## src/rtl/mesh_in_port.sv

```systemverilog
// mesh_in_port: mesh router input port. It holds a 2-entry FIFO of flits and
// computes each flit's XY output route when the flit is enqueued.
//
// Ports:
//   clk       clock; all state updates on the rising edge
//   reset     synchronous, active-high reset
//   in_valid  upstream offers a flit this cycle
//   in_ready  port can accept a flit (registered state only, count != 2)
//   in_data   incoming flit; dest_x = [49:48], dest_y = [51:50]
//   req       one-hot output request for the head flit: {L, W, E, S, N}
//   gnt       OR of grants from the output arbiters; pops the head flit
//   out_data  head flit, valid whenever req is nonzero
//   count     occupancy 0..2
//   err_gnt   sticky: grant seen while the queue was empty
module mesh_in_port #(
  parameter int unsigned DW   = 64,
  parameter int unsigned MY_X = 0,
  parameter int unsigned MY_Y = 0
) (
  input  logic          clk,
  input  logic          reset,
  input  logic          in_valid,
  output logic          in_ready,
  input  logic [DW-1:0] in_data,
  output logic [4:0]    req,
  input  logic          gnt,
  output logic [DW-1:0] out_data,
  output logic [1:0]    count,
  output logic          err_gnt
);

  localparam logic [1:0] MyX = 2'(MY_X);
  localparam logic [1:0] MyY = 2'(MY_Y);

  localparam logic [4:0] RouteN = 5'b00001;
  localparam logic [4:0] RouteS = 5'b00010;
  localparam logic [4:0] RouteE = 5'b00100;
  localparam logic [4:0] RouteW = 5'b01000;
  localparam logic [4:0] RouteL = 5'b10000;

  logic [DW-1:0] data_q  [2];
  logic [4:0]    route_q [2];
  logic          wr_ptr_q, rd_ptr_q;
  logic [1:0]    count_q;
  logic          err_q;

  logic [1:0] dest_x, dest_y;
  logic [4:0] route_d;
  logic       push, pop;

  assign dest_x = in_data[49:48];
  assign dest_y = in_data[51:50];

  // XY dimension-order routing: resolve X first, then Y, then eject locally.
  always_comb begin
    route_d = RouteL;
    if (dest_x > MyX) begin
      route_d = RouteE;
    end else if (dest_x < MyX) begin
      route_d = RouteW;
    end else if (dest_y > MyY) begin
      route_d = RouteN;
    end else if (dest_y < MyY) begin
      route_d = RouteS;
    end
  end

  // in_ready comes from registered count only, so a pop cannot free a slot
  // for a push in the same cycle while full.
  assign in_ready = (count_q != 2'd2);
  assign push     = in_valid && in_ready && !reset;
  assign pop      = gnt && (count_q != 2'd0) && !reset;

  // Storage carries no reset; validity is tracked by count_q alone.
  always_ff @(posedge clk) begin
    if (push) begin
      data_q[wr_ptr_q]  <= in_data;
      route_q[wr_ptr_q] <= route_d;
    end
  end

  always_ff @(posedge clk) begin
    if (reset) begin
      wr_ptr_q <= 1'b0;
      rd_ptr_q <= 1'b0;
      count_q  <= 2'd0;
      err_q    <= 1'b0;
    end else begin
      if (push) begin
        wr_ptr_q <= ~wr_ptr_q;
      end
      if (pop) begin
        rd_ptr_q <= ~rd_ptr_q;
      end
      unique case ({push, pop})
        2'b10:   count_q <= count_q + 2'd1;
        2'b01:   count_q <= count_q - 2'd1;
        default: count_q <= count_q;
      endcase
      if (gnt && (count_q == 2'd0)) begin
        err_q <= 1'b1;
      end
    end
  end

  assign req      = (count_q != 2'd0) ? route_q[rd_ptr_q] : 5'b00000;
  assign out_data = data_q[rd_ptr_q];
  assign count    = count_q;
  assign err_gnt  = err_q;

endmodule

```

## config.mk

```make
export PLATFORM = sky130hd
export DESIGN_NAME = mesh_in_port
export DESIGN_NICKNAME = d
export VERILOG_FILES = /design/src/rtl/mesh_in_port.sv
export SDC_FILE = /design/constraint.sdc
export NUM_CORES = 1
export LEC_CHECK = 0
export ABC_CLOCK_PERIOD_IN_PS = 8910
export BUFFER_PORTS_ARGS = -buffer_cell sky130_fd_sc_hd__buf_2
export CAP_MARGIN = 40
export CORE_MARGIN = 5
export CORE_UTILIZATION = 37
export CTS_BUF_LIST = sky130_fd_sc_hd__clkbuf_8
export DETAILED_ROUTE_END_ITERATION = 10
export GPL_ROUTABILITY_DRIVEN = 0
export GPL_TIMING_DRIVEN = 1
export SYNTH_ARGS = -nofsm -noshare
export SYNTH_HDL_FRONTEND = slang
export SYNTH_SLANG_ARGS = --single-unit
```

## constraint.sdc

```tcl
create_clock -name clk -period 8.91 [get_ports clk]
set_input_delay 1.782 -clock clk [delete_from_list [all_inputs] [get_ports clk]]
set_output_delay 1.782 -clock clk [all_outputs]
set_load 0.01 [all_outputs]
```

==> results.toml <==
[final_layout]
finish.utilization = 0.473
diodes = 0
final_cell_mix = "buf_2, edfxtp_1, mux2_2"
layout-drive-gt1-share = 0.580
final_common_cell = "buf_2"
final_cell_count_no_fill = 594
syn2layout_area_growth_pct = 26.7
nFillCells = 1250
nets = 470

[sta]
skew_ns = 0.00865
drv_slew = 0
hold_viol_final = 0
rsz0062_at_grt = "no"
min_period_ns = 3.68
setup_viol = 0
min_period_over_period = 0.413
fin_hold_ws_ns = 0.475
fmax_ghz = 0.272
setup-tns-final_ns = 0

[cts]
clk_latency_ns = 0.42
ctsResizeCount = 0
post_cts_buffers = 0
cts.reportedPaths.clkPinSlew_ns = 0.07
cts_hold_buffers = 0
root_buffer = "clkbuf_8"
htreeDepth = 4
clock_path_buffers = 2
cts_sinks = 140
cts_tree = "done"
cts_buffers = 17

[yosys]
yosys.area_share.adder = 0.00244
synth-xor-area-share = 0.00513
ys_seq_area_frac = 0.809
syn_inst = 248
synth_seq_cells = 140
yosysWarnings = 0
synth_mux_area_frac = 0.147
syn_area_um2 = 5120
synth-compound-area-share = 0.00635
synth-simple-area-share = 0.0166
synth_top_family_by_area = "multiplexers"
yosysUniqueCellTypes = 22
avgSynthCellArea_um2 = 20.6

[die]
rows = 43
die_height_um = 128
core_area_um2 = 13700
die_w_um = 128
die_area_um2 = 16300
num_io_pins = 141
initial_utilization = 0.373

[detailed_routing]
ant_nets = 0
drt_iter0_drc = 85
dr.pass1.iters = 4
post_drt_wl_per_cell_um = 15.5
vias = 2667
via_per_inst = 4.49
post-route-drc-count = 0
routed_wl_um = 9210

[power_and_ir_drop]
power_density_nw_per_um2 = 224
finalPower_uw = 1450
peakVddDrop_v = 0.000119
p_leak_uw = 0.00240

[hold_path]
hold_depth = 2
hold_start = "err_gnt"
min_path_type = "flop to flop"
min_to = "err_gnt"

[critical_path]
slowest_delay_ns = 0.63
reg2reg_to = "data_q[1][19]"
regToRegSetupSlack_ns = 6.87
path_cells = "buf_12 > mux2_2 > buf_2"
crit_slowest_cell = "dfxtp_4"
end_kind = "output port"
path_class = "flop to output port"
critPathMaxFanout = 37
critPathArrivalTime_ns = 1.90
reg2reg_from = "count[0]"
r2r_cells = 5
critical_path_required_ns = 7.13
start_kind = "flop"

[global_route]
grt_use_total = 0.118
antenna_found_initial = 1
grt_pass1_vias = 2866
grt_pass1_wl_um = 14200
grt_max_degree = 38
overflow = 0

[place]
dp_cells = 562
hpwl_um = 6090
numPortBuffers = 138

[flow_run]
cap_violations = 0

[run_status]
outcome = "finished clean"
synth_stat cells:
cell type  instances  share of area
or3_1              1         0.0012
edfxtp_1         134           0.79
xnor2_1            1         0.0017
dfxtp_1            6          0.023
nand3_1            1        0.00098
a21o_1             1         0.0015
nor2_1            13         0.0095
buf_1              1        0.00073
ha_1               1         0.0024
buf_2              4         0.0039
inv_1              1        0.00073
o21ai_0            2         0.0020
buf_4              5         0.0073
mux2_2            64           0.14
mux2i_1            3         0.0059
nand2b_1           1         0.0012
xor2_1             2         0.0034
nand3b_1           1         0.0015
or2_2              1         0.0012
conb_1             1        0.00073
a21oi_1            3         0.0029
nor3_1             1        0.00098
report_power, final:
part | leakage, µW | internal [µW] | total, µW | switching, µW
clock | 0.000229 | 301 | 517 | 216
sequential | 0.00128 | 754 | 769 | 15.5
combinational | 0.000892 | 83.3 | 168 | 84.5
final cells by class:
class                   count  area (µm²)  area share
well taps                 180         225      0.0347
flip-flops and latches    140        4150       0.639
clock buffers              21         289      0.0446
multi-input cells          98         930       0.143
repair buffers            143         766       0.118
clock inverters            11         126      0.0195
inverters                   1        3.75    0.000579
through the flow:
stage	setup WS, ns	instance area, µm²
detailed placement	5.46	6070
global placement	5.40	6010
CTS	5.16	6490
finish	5.23	6490
global route	5.11	6490
floorplan	3.46	5120
logic make-up after synthesis:
| logic type | count (synthesis) |
|---|---|
| flops | 140 |
| mux | 67 |
| simple gates | 19 |
| buf+inv | 11 |
| compound gates | 6 |
| xor+xnor | 3 |
| fa+ha+maj | 1 |
| other cells | 1 |
critical path, delay by kind of cell (launching register included):
kind                   cells  cell delay (ns)
flip-flops                 1             0.63
buffers and inverters      2             0.42
multiplexers               1             0.38
worst max-delay path by stage:
stage | endpoint | slack, ns | depth (start not counted)
2_1_floorplan | data_q[0][0] | 3.46 | 3
3_3_place_gp | data_q[1][41] | 5.40 | 4
3_5_place_dp | data_q[1][26] | 5.46 | 5
4_1_cts | out_data[42] | 5.16 | 3
5_1_grt | out_data[46] | 5.11 | 3
6_report | out_data[42] | 5.23 | 3
registers in the layout, indices dropped and copies added, names as in the netlist, named ones only:
| register | flops |
|---|---|
| wr_ptr_q | 1 |
| rd_ptr_q | 1 |
| route_q | 6 |
| data_q | 128 |
| err_gnt | 1 |
| count | 2 |
per-layer routing:
metal,routed length [µm],GRT usage,vias up,share of wire
li1,-,-,1268,-
met4,109,0.0468,2,0.012
met2,4650,0.194,92,0.50
met3,693,0.0564,15,0.075
met5,7,0,-,0.00076
met1,3750,0.132,1290,0.41
Power figures use the tool's default switching activity.
